**config.mk**
```make
export PLATFORM = sky130hd
export DESIGN_NAME = uart_tx_periph
export DESIGN_NICKNAME = d
export VERILOG_FILES = /design/src/rtl/uart_pkg.sv /design/src/rtl/sync_fifo.sv /design/src/rtl/uart_tx_periph.sv
export SDC_FILE = /design/constraint.sdc
export NUM_CORES = 1
export LEC_CHECK = 0
export ABC_AREA = 1
export CORE_ASPECT_RATIO = 1.75
export CORE_MARGIN = 1
export CORE_UTILIZATION = 53
export DETAILED_ROUTE_END_ITERATION = 6
export PLACE_DENSITY = 0.89
export SLEW_MARGIN = 10
export SYNTH_ARGS = -nofsm -noshare
export SYNTH_HDL_FRONTEND = slang
export SYNTH_SLANG_ARGS = --single-unit
```
**constraint.sdc**
```tcl
create_clock -name clk -period 3.3 [get_ports clk]
set_clock_uncertainty 0.05 [all_clocks]
set_input_delay 0.495 -clock clk [delete_from_list [all_inputs] [get_ports clk]]
set_output_delay 0.495 -clock clk [all_outputs]
set_load 0.005 [all_outputs]
```
**src/rtl/uart_pkg.sv**
```systemverilog
// Shared constants for the memory-mapped UART transmitter: register offsets,
// STATUS bit positions, transmit FSM encoding and the divider floor.
package uart_pkg;

   // Register offsets, selected by addr[3:2]
   localparam logic [1:0] UART_TXDATA = 2'd0;
   localparam logic [1:0] UART_STATUS = 2'd1;
   localparam logic [1:0] UART_BAUD   = 2'd2;

   // STATUS bit positions
   localparam int STAT_FULL    = 0;
   localparam int STAT_EMPTY   = 1;
   localparam int STAT_ACTIVE  = 2;
   localparam int STAT_OVF     = 3;
   localparam int STAT_CNT_LSB = 8;
   localparam int STAT_CNT_W   = 4;

   // Smallest divider the bit timer can handle without a wrap hazard
   localparam logic [15:0] MIN_DIV = 16'd2;

   typedef enum logic [1:0] {
      ST_IDLE  = 2'd0,
      ST_START = 2'd1,
      ST_DATA  = 2'd2,
      ST_STOP  = 2'd3
   } tx_state_e;

   // Raise divider values below the floor to the floor
   function automatic logic [15:0] clamp_div(input logic [15:0] v);
      return (v < MIN_DIV) ? MIN_DIV : v;
   endfunction

endpackage

```
**src/rtl/sync_fifo.sv**
```systemverilog
// Generic single-clock FIFO with occupancy count. The head entry is presented
// combinationally so the consumer can take it on the same edge it pops.
// DEPTH must be a power of two so the pointers wrap naturally.
module sync_fifo #(
   parameter int WIDTH = 8,
   parameter int DEPTH = 8
) (
   input  logic                     clk,
   input  logic                     rst_n,
   input  logic                     push_i,
   input  logic                     pop_i,
   input  logic [WIDTH-1:0]         wdata_i,
   output logic [WIDTH-1:0]         rdata_o,
   output logic                     full_o,
   output logic                     empty_o,
   output logic [$clog2(DEPTH):0]   count_o
);

   localparam int AW = $clog2(DEPTH);
   localparam int CW = AW + 1;

   logic [WIDTH-1:0] mem_q [DEPTH];
   logic [AW-1:0]    wr_ptr_q, wr_ptr_d;
   logic [AW-1:0]    rd_ptr_q, rd_ptr_d;
   logic [CW-1:0]    count_q, count_d;
   logic             do_push, do_pop;

   assign full_o  = (count_q == CW'(DEPTH));
   assign empty_o = (count_q == '0);
   assign count_o = count_q;
   assign rdata_o = mem_q[rd_ptr_q];

   // Requests are ignored when they cannot be honoured (push full / pop empty)
   assign do_push = push_i & ~full_o;
   assign do_pop  = pop_i & ~empty_o;

   // Next pointer and occupancy values
   always_comb begin
      wr_ptr_d = wr_ptr_q;
      rd_ptr_d = rd_ptr_q;
      count_d  = count_q;
      if (do_push) wr_ptr_d = wr_ptr_q + AW'(1);
      if (do_pop)  rd_ptr_d = rd_ptr_q + AW'(1);
      case ({do_push, do_pop})
         2'b10:   count_d = count_q + CW'(1);
         2'b01:   count_d = count_q - CW'(1);
         default: count_d = count_q;
      endcase
   end

   // Pointer and count registers; storage contents are simply abandoned on reset
   always_ff @(posedge clk or negedge rst_n) begin
      if (!rst_n) begin
         wr_ptr_q <= '0;
         rd_ptr_q <= '0;
         count_q  <= '0;
      end else begin
         wr_ptr_q <= wr_ptr_d;
         rd_ptr_q <= rd_ptr_d;
         count_q  <= count_d;
      end
   end

   // Storage write port
   always_ff @(posedge clk) begin
      if (do_push) mem_q[wr_ptr_q] <= wdata_i;
   end

endmodule

```
**src/rtl/uart_tx_periph.sv**
```systemverilog
// Memory-mapped 8N1 UART transmitter: bus decode, control/status registers,
// TX FIFO and the serialising FSM. Firmware pushes bytes and carries on; the
// FSM drains the FIFO back-to-back at the latched divider rate.
module uart_tx_periph
   import uart_pkg::*;
#(
   parameter logic [31:0] BASE_ADDR   = 32'h3000_0000,
   parameter int          FIFO_DEPTH  = 8,
   parameter logic [15:0] DEFAULT_DIV = 16'd434
) (
   input  logic        clk,
   input  logic        rst_n,
   input  logic        mem_we_i,
   input  logic [31:0] mem_waddr_i,
   input  logic [31:0] mem_wdata_i,
   input  logic [31:0] mem_raddr_i,
   output logic [31:0] mem_rdata_o,
   output logic        tx_o,
   output logic        busy_o
);

   localparam int CW = $clog2(FIFO_DEPTH) + 1;

   // Bus decode
   logic       wr_hit, rd_hit;
   logic [1:0] wr_off;
   logic       push_req, status_wr, baud_wr;

   assign wr_hit    = (mem_waddr_i[31:12] == BASE_ADDR[31:12]);
   assign rd_hit    = (mem_raddr_i[31:12] == BASE_ADDR[31:12]);
   assign wr_off    = mem_waddr_i[3:2];
   assign push_req  = mem_we_i & wr_hit & (wr_off == UART_TXDATA);
   assign status_wr = mem_we_i & wr_hit & (wr_off == UART_STATUS);
   assign baud_wr   = mem_we_i & wr_hit & (wr_off == UART_BAUD);

   // FIFO
   logic [7:0]    fifo_head;
   logic          fifo_full, fifo_empty, fifo_pop;
   logic [CW-1:0] fifo_count;
   logic [31:0]   cnt_ext;

   sync_fifo #(.WIDTH(8), .DEPTH(FIFO_DEPTH)) u_fifo (
      .clk     (clk),
      .rst_n   (rst_n),
      .push_i  (push_req & ~fifo_full),
      .pop_i   (fifo_pop),
      .wdata_i (mem_wdata_i[7:0]),
      .rdata_o (fifo_head),
      .full_o  (fifo_full),
      .empty_o (fifo_empty),
      .count_o (fifo_count)
   );

   assign cnt_ext = 32'(fifo_count);

   // Registers and FSM state
   logic        ovf_q, ovf_d;
   logic [15:0] baud_div_q, baud_div_d;
   tx_state_e   state_q, state_d;
   logic [15:0] bit_cnt_q, bit_cnt_d;
   logic [15:0] bit_div_q, bit_div_d;
   logic [2:0]  bit_idx_q, bit_idx_d;
   logic [7:0]  shift_q, shift_d;
   logic        tx_q, tx_d;
   logic        bit_end;

   assign bit_end = (bit_cnt_q == bit_div_q - 16'd1);

   // Sticky overflow flag (a dropped push sets it, W1C on STATUS bit3) and divider
   always_comb begin
      ovf_d      = ovf_q;
      baud_div_d = baud_div_q;
      if (push_req && fifo_full)                   ovf_d = 1'b1;
      else if (status_wr && mem_wdata_i[STAT_OVF]) ovf_d = 1'b0;
      if (baud_wr) baud_div_d = clamp_div(mem_wdata_i[15:0]);
   end

   // Transmit FSM: a frame loads from the FIFO head in IDLE or at the end of STOP
   always_comb begin
      state_d   = state_q;
      bit_cnt_d = bit_cnt_q;
      bit_div_d = bit_div_q;
      bit_idx_d = bit_idx_q;
      shift_d   = shift_q;
      fifo_pop  = 1'b0;
      case (state_q)
         ST_IDLE: begin
            if (!fifo_empty) begin
               fifo_pop  = 1'b1;
               shift_d   = fifo_head;
               bit_div_d = baud_div_q;
               bit_cnt_d = '0;
               state_d   = ST_START;
            end
         end
         ST_START: begin
            if (bit_end) begin
               bit_cnt_d = '0;
               bit_idx_d = '0;
               state_d   = ST_DATA;
            end else begin
               bit_cnt_d = bit_cnt_q + 16'd1;
            end
         end
         ST_DATA: begin
            if (bit_end) begin
               bit_cnt_d = '0;
               if (bit_idx_q == 3'd7) begin
                  state_d = ST_STOP;
               end else begin
                  bit_idx_d = bit_idx_q + 3'd1;
                  shift_d   = {1'b0, shift_q[7:1]};
               end
            end else begin
               bit_cnt_d = bit_cnt_q + 16'd1;
            end
         end
         ST_STOP: begin
            if (bit_end) begin
               bit_cnt_d = '0;
               if (!fifo_empty) begin
                  fifo_pop  = 1'b1;
                  shift_d   = fifo_head;
                  bit_div_d = baud_div_q;
                  state_d   = ST_START;
               end else begin
                  state_d = ST_IDLE;
               end
            end else begin
               bit_cnt_d = bit_cnt_q + 16'd1;
            end
         end
         default: state_d = ST_IDLE;
      endcase
      // Line level follows the state being entered, so tx_o is glitch-free
      case (state_d)
         ST_START: tx_d = 1'b0;
         ST_DATA:  tx_d = shift_d[0];
         default:  tx_d = 1'b1;
      endcase
   end

   // State registers; reset forces the line back to idle-high immediately
   always_ff @(posedge clk or negedge rst_n) begin
      if (!rst_n) begin
         ovf_q      <= 1'b0;
         baud_div_q <= clamp_div(DEFAULT_DIV);
         state_q    <= ST_IDLE;
         bit_cnt_q  <= '0;
         bit_div_q  <= MIN_DIV;
         bit_idx_q  <= '0;
         shift_q    <= '0;
         tx_q       <= 1'b1;
      end else begin
         ovf_q      <= ovf_d;
         baud_div_q <= baud_div_d;
         state_q    <= state_d;
         bit_cnt_q  <= bit_cnt_d;
         bit_div_q  <= bit_div_d;
         bit_idx_q  <= bit_idx_d;
         shift_q    <= shift_d;
         tx_q       <= tx_d;
      end
   end

   assign tx_o   = tx_q;
   assign busy_o = (state_q != ST_IDLE) | ~fifo_empty;

   // Side-effect-free read mux
   always_comb begin
      mem_rdata_o = '0;
      if (rd_hit) begin
         case (mem_raddr_i[3:2])
            UART_STATUS: begin
               mem_rdata_o[STAT_FULL]   = fifo_full;
               mem_rdata_o[STAT_EMPTY]  = fifo_empty;
               mem_rdata_o[STAT_ACTIVE] = (state_q != ST_IDLE);
               mem_rdata_o[STAT_OVF]    = ovf_q;
               mem_rdata_o[STAT_CNT_LSB +: STAT_CNT_W] = cnt_ext[STAT_CNT_W-1:0];
            end
            UART_BAUD: mem_rdata_o[15:0] = baud_div_q;
            default:   mem_rdata_o = '0;
         endcase
      end
   end

   // Address/data bits that the register map does not decode
   logic unused_bits;
   assign unused_bits = ^{mem_waddr_i[11:4], mem_waddr_i[1:0], mem_raddr_i[11:4],
                          mem_raddr_i[1:0], mem_wdata_i[31:16], cnt_ext[31:STAT_CNT_W]};

endmodule

```
* Word level (Yosys, flattened, before mapping)
Memory sizes are Yosys's and may differ from the RTL's. Index checks and enable logic that the tools add are counted.
Storage, ports and cells: register bits 73, RAM bits 64, input bits 99, output and inout bits 34, word-level logic and storage cells 104, memories kept 1
Memory list:
- u_fifo.mem_q | depth 8, width 8, read ports 1, clocked after Yosys merged registers in 0, write ports 1, RTL line sync_fifo.sv:22 | logic [WIDTH-1:0] mem_q [DEPTH];
Cells by class: add/subtract/negate cells 7, $lt $le $gt $ge 1, eq/ne operators 21, multiplexer cells 37, bitwise logic cells 10, reduce and logical (&&, ||, !) cells 15
Operators with widths (number):
- $mux W16 | 6
- $pmux W16 S2 | 2
- $eq A20 B18 Y1 const B | 2
- $mux W8 | 4
- $pmux W4 S2 | 3
- $pmux W8 S3 | 1
- $add A16 B1 Y16 const B | 1
- $eq A16 B16 Y1 | 1
- $lt A16 B2 Y1 const B | 1
- $sub A16 B1 Y16 const B | 1
- $eq A2 B2 Y1 const B | 6
- $eq A2 B1 Y1 const B | 5
- $mux W2 | 5
- $ne A2 B2 Y1 const B | 5
- $reduce_bool A2 Y1 | 5
- $add A3 B1 Y3 const B | 3
- $mux W3 | 3
- $mux W4 | 2
- $pmux W2 S4 | 1
- $reduce_and A4 Y1 | 2
- $and A1 B1 Y1 | 7
- $mux W1 | 7
- $pmux W3 S2 | 1
- $add A4 B1 Y4 const B | 1
- 12 further kinds | 16

* Depth between registers and ports, before layout
depth in word-level cells 7, depth in mapped cells 23

* By module
From an unflattened synthesis, not the netlist that was laid out.
Unflattened totals: cell total of the unflattened synthesis 1009, area total of the unflattened synthesis 7836.3 sq um
Modules (own cells, without submodules):
- uart_tx_periph | instances 1, cells each 652, area each 4436.8 sq um, sequential area each 1585.3 sq um
- sync_fifo | instances 1, cells each 357, area each 3399.5 sq um, sequential area each 2172.1 sq um

* Least setup slack after synthesis
Ideal clock, no wire load.
path kind register -> register, from reg bit_div_q[1], to reg u_fifo.count_q[2], in the netlist u_fifo.count_o[2], library setup time 0.128 ns, arrival 2.847 ns, slack 0.275 ns, cell stages (with the launch flop) 20, path buffers 0, clock period less this slack 3.025 ns, path through dfstp_2 inv_1 ha_1 xnor2_1 nor2_1 and2_1 nand4_1 nor2_4 nand3_1 nand2_4 nand2_1 inv_2 ha_1 nand2_1 inv_1 nor2_1 ha_1 a21oi_1 xnor2_1 o21ai_0
On the way: word-level cells in the longest chain between the ends 7
RTL lines:
- start: declaration | RTL line uart_tx_periph.sv:61 | logic [15:0] bit_div_q, bit_div_d;
- start signal: assignment | RTL line uart_tx_periph.sv:159 | bit_div_q <= bit_div_d;
- $sub A16 B1 Y16 (*) | RTL line uart_tx_periph.sv:67 | assign bit_end = (bit_cnt_q == bit_div_q - 16'd1);
- $eq A16 B16 Y1 (*) | RTL line uart_tx_periph.sv:67
- $mux W1 (*) | RTL line uart_tx_periph.sv:119 | if (bit_end) begin
- $pmux W1 S2 (*) | RTL line uart_tx_periph.sv:86 | case (state_q)
- $and A1 B1 Y1 (*) | RTL line sync_fifo.sv:35 | assign do_pop = pop_i & ~empty_o;
- via u_fifo.do_pop | RTL line sync_fifo.sv:26 | logic do_push, do_pop;
- $eq A2 B1 Y1 / $eq A2 B2 Y1 (equally long branches) | RTL line sync_fifo.sv:44 | case ({do_push, do_pop})
- $pmux W4 S2 / $reduce_bool A2 Y1 (equally long branches)
- end signal: assignment | RTL line sync_fifo.sv:60 | count_q <= count_d;
- end: declaration | RTL line sync_fifo.sv:25 | logic [CW-1:0] count_q, count_d;
Mark *: on every way through the listed nets, which the timed path passes. The rest lies on a longest branch. A chain may end at the register's enable or synchronous reset.

* Worst setup path after layout
from reg bit_div_q[8], to reg u_fifo.count_q[3], in the netlist u_fifo.count_o[3]
Same word-level chain as after synthesis.

==> flow_summary.toml <==
[final_layout]
fin_nets = 1090
syn2layout_area_growth_pct = 23.3
multi_input_area_sq_um = 3250
diodes = 0
drive_gt1_share_pct = 11.3
nFillCells = 1001
layoutNonFillerInstCount = 1165
regArea_sq_um = 3760

[power_and_ir_drop]
power.static_leakage_nw = 4.07
powerDensity_nw_per_um2 = 424
max-vdd-ir-drop_mv = 0.418

[logic_synthesis]
synthArstFlopShare_pct = 53.3
ys.flop_type = "dfrtp_1"
synth_cell_types = 45
syn_inst = 870
synth-seq-cells = 137
synth-edff-count = 64
synth_seq_area_share_pct = 50.4
syn_avg_cell_area_sq_um = 8.56
yosys_warnings = 0
synth.cell_area_sq_um = 7450

[global_route]
grt_overflow = 0
grt_pass1_wl_um = 33100
grt_pass1_vias = 6831
antenna_found_initial = 0
grt_util_all_layers_pct = 29.7
grt_max_degree = 74

[cts]
root_buffer = "clkbuf_16"
clk_latency_ns = 0.42
clkSinkCount = 137
clk_path_buf_depth = 2
cts_tree = "built"
htreeDepth = 4
numCtsBuffers = 17
clkTransAtPathRegs_ns = 0.06
holdBufCountCts = 0

[timing]
finalMaxSlewViolations = 0
fmax_ghz = 0.325
finalCriticalPeriod_ns = 3.08
tns_ns = 0
worst_slew_margin_rel_pct = 28.0
tightest_slew_ns = 1.08
rsz0062_at_grt = "false"
hold_viol = 0
whs_ns = 0.166
min_period_over_period_pct = 93.3
setup_violations = 0

[flow_run]
drv_cap = 0

[floorplanning]
die_w_um = 91.6
dieArea_sq_um = 14600
die_y_um = 159
start_util_pct = 53.8
ios = 133
coreArea_sq_um = 13800
rows = 57

[placement]
port_buffers = 80
dp_cells = 1133
routabilityCongestion = 0.915
dp_hpwl_um = 14200

[drt]
first_iter_violations = 576
via_count = 6705
wl_per_cell_um = 17.5
vias_per_cell = 5.76
antenna_left = 0
dr.pass1.iters = 7
wirelength_um = 20400
drc = 0

[critical_path]
critPathLaunchType = "flop"
cp_data_arrival_time_ns = 3.33
rrSetupSlack_ns = 0.22
required_ns = 3.55
worstSetupEndpointType = "flop"
worstPathMaxFanout = 5
crit_type = "flop to flop"

[hold_path]
hold_class = "primary input to async pin"

[status]
status = "finished clean"
-- report_power, final --
part | switching [mW] | total (mW) | internal [mW]
sequential | 0.00000301 | 1.79 | 1.79
clock | 0.763 | 1.97 | 1.21
combinational | 0.0636 | 0.139 | 0.0751
total | 0.826 | 3.90 | 3.07
-- cell usage after synthesis, drive strengths merged (8+ instances only) --
| cell | instances | area, sq um |
|---|---|---|
| a21oi | 19 | 103 |
| buf | 22 | 150 |
| clkbuf | 16 | 60.1 |
| dfrtp | 66 | 1650 |
| edfxtp | 64 | 1920 |
| ha | 16 | 200 |
| inv | 88 | 330 |
| nand2 | 220 | 871 |
| nand3 | 44 | 230 |
| nand4 | 9 | 56.3 |
| nor2 | 110 | 498 |
| nor3 | 12 | 60.1 |
| nor4 | 12 | 75.1 |
| o21ai | 80 | 400 |
| o22ai | 20 | 125 |
| o31ai | 8 | 60.1 |
| xnor2 | 10 | 87.6 |
| xor2 | 15 | 139 |
-- final cells by class --
class	instances	area share (%)
Clock buffer	18	4.67
Inverter	89	3.64
Sequential cell	137	40.9
Timing Repair Buffer	109	11.1
Tap cell	177	2.41
Multi-Input combinational cell	621	35.3
Clock inverter	14	2.02
-- kinds of logic after synthesis --
logic type      synth area share, %
other cells                  0.0503
xor+xnor                       3.04
fa+ha+maj                      2.69
buf+inv                        7.31
mux                           0.151
flops                          50.4
compound gates                 11.1
simple gates                   25.2
-- sequential cells by signal, summed over array words and instances (netlist names) --
signal / count
u_fifo.wr_ptr_q: 3
state_q: 2
baud_div_q: 16
u_fifo.mem_q: 64
bit_div_q: 16
bit_idx_q: 3
bit_cnt_q: 16
ovf_q: 1
u_fifo.rd_ptr_q: 3
shift_q: 8
u_fifo.count_o: 4
tx_o: 1
-- worst paths after layout --
check                             start           endpoint  cells past startpoint
max                        bit_div_q[8]  u_fifo.count_o[3]                     19
max in group asynchronous         rst_n       bit_idx_q[2]                      1
min in group clk           bit_idx_q[1]       bit_idx_q[1]                      2
min                               rst_n      bit_div_q[12]                      1
max reg2reg                bit_div_q[8]  u_fifo.count_o[3]                     19
min reg2reg                bit_idx_q[1]       bit_idx_q[1]                      2
-- cell usage in the layout, fill, tap and decap left out, types with 14 or more instances in the layout --
cell type        instances
buf_4                   30
inv_1                   86
conb_1                  16
dfrtp_1                 66
nand3_1                 41
a21oi_1                 17
ha_1                    14
o22ai_1                 20
o21ai_0                 74
clkbuf_16               17
xor2_1                  14
nand2_1                207
edfxtp_1                64
clkdlybuf4s50_1         79
nor2_1                  95
-- per-stage QoR --
| step | instance area (sq um) | util [%] | power (mW) | worst slack (ns) |
|---|---|---|---|---|
| floorplan | 7510 | - | 1.85 | 0.275 |
| global placement | 8540 | 61.7 | 1.96 | 0.122 |
| detailed placement | 8540 | 61.7 | 1.96 | 0.0534 |
| CTS | 9160 | 66.2 | 3.91 | 0.00703 |
| global route | 9190 | 66.4 | 3.99 | 0.00858 |
| finish | 9190 | 66.4 | 3.90 | 0.220 |
-- what timing repair did --
action | CTS | global route
endpoints found under the setup margin | 1 | 3
setup buffers | 0 | 0
gates resized for setup | 1 | 7
pin swaps | 0 | 2
-- routing by layer --
metal	track usage [%]	vias to the layer above	share of wire, %
li1	-	3099	-
met4	22.7	0	7.6
met2	53.9	388	54
met1	29.7	3107	33
met5	0	-	0
met3	4.55	111	5.2
-- critical path: stages (launching register included) --
cell and delay [ns]:
dfrtp_1 0.47, nor2_2 0.25, nand2_1 0.08, nor2_1 0.17, nand2_1 0.09, nand2_1 0.11, nand2_1 0.10, nor2_2 0.10
nand3_2 0.11, nor2_4 0.13, nand3_2 0.10, nand2_4 0.08, nand2_2 0.11, inv_2 0.12, buf_4 0.15, ha_1 0.17
inv_1 0.06, o31ai_1 0.24, o211ai_1 0.13, xor2_1 0.16
(Power assumes the default switching activity.)
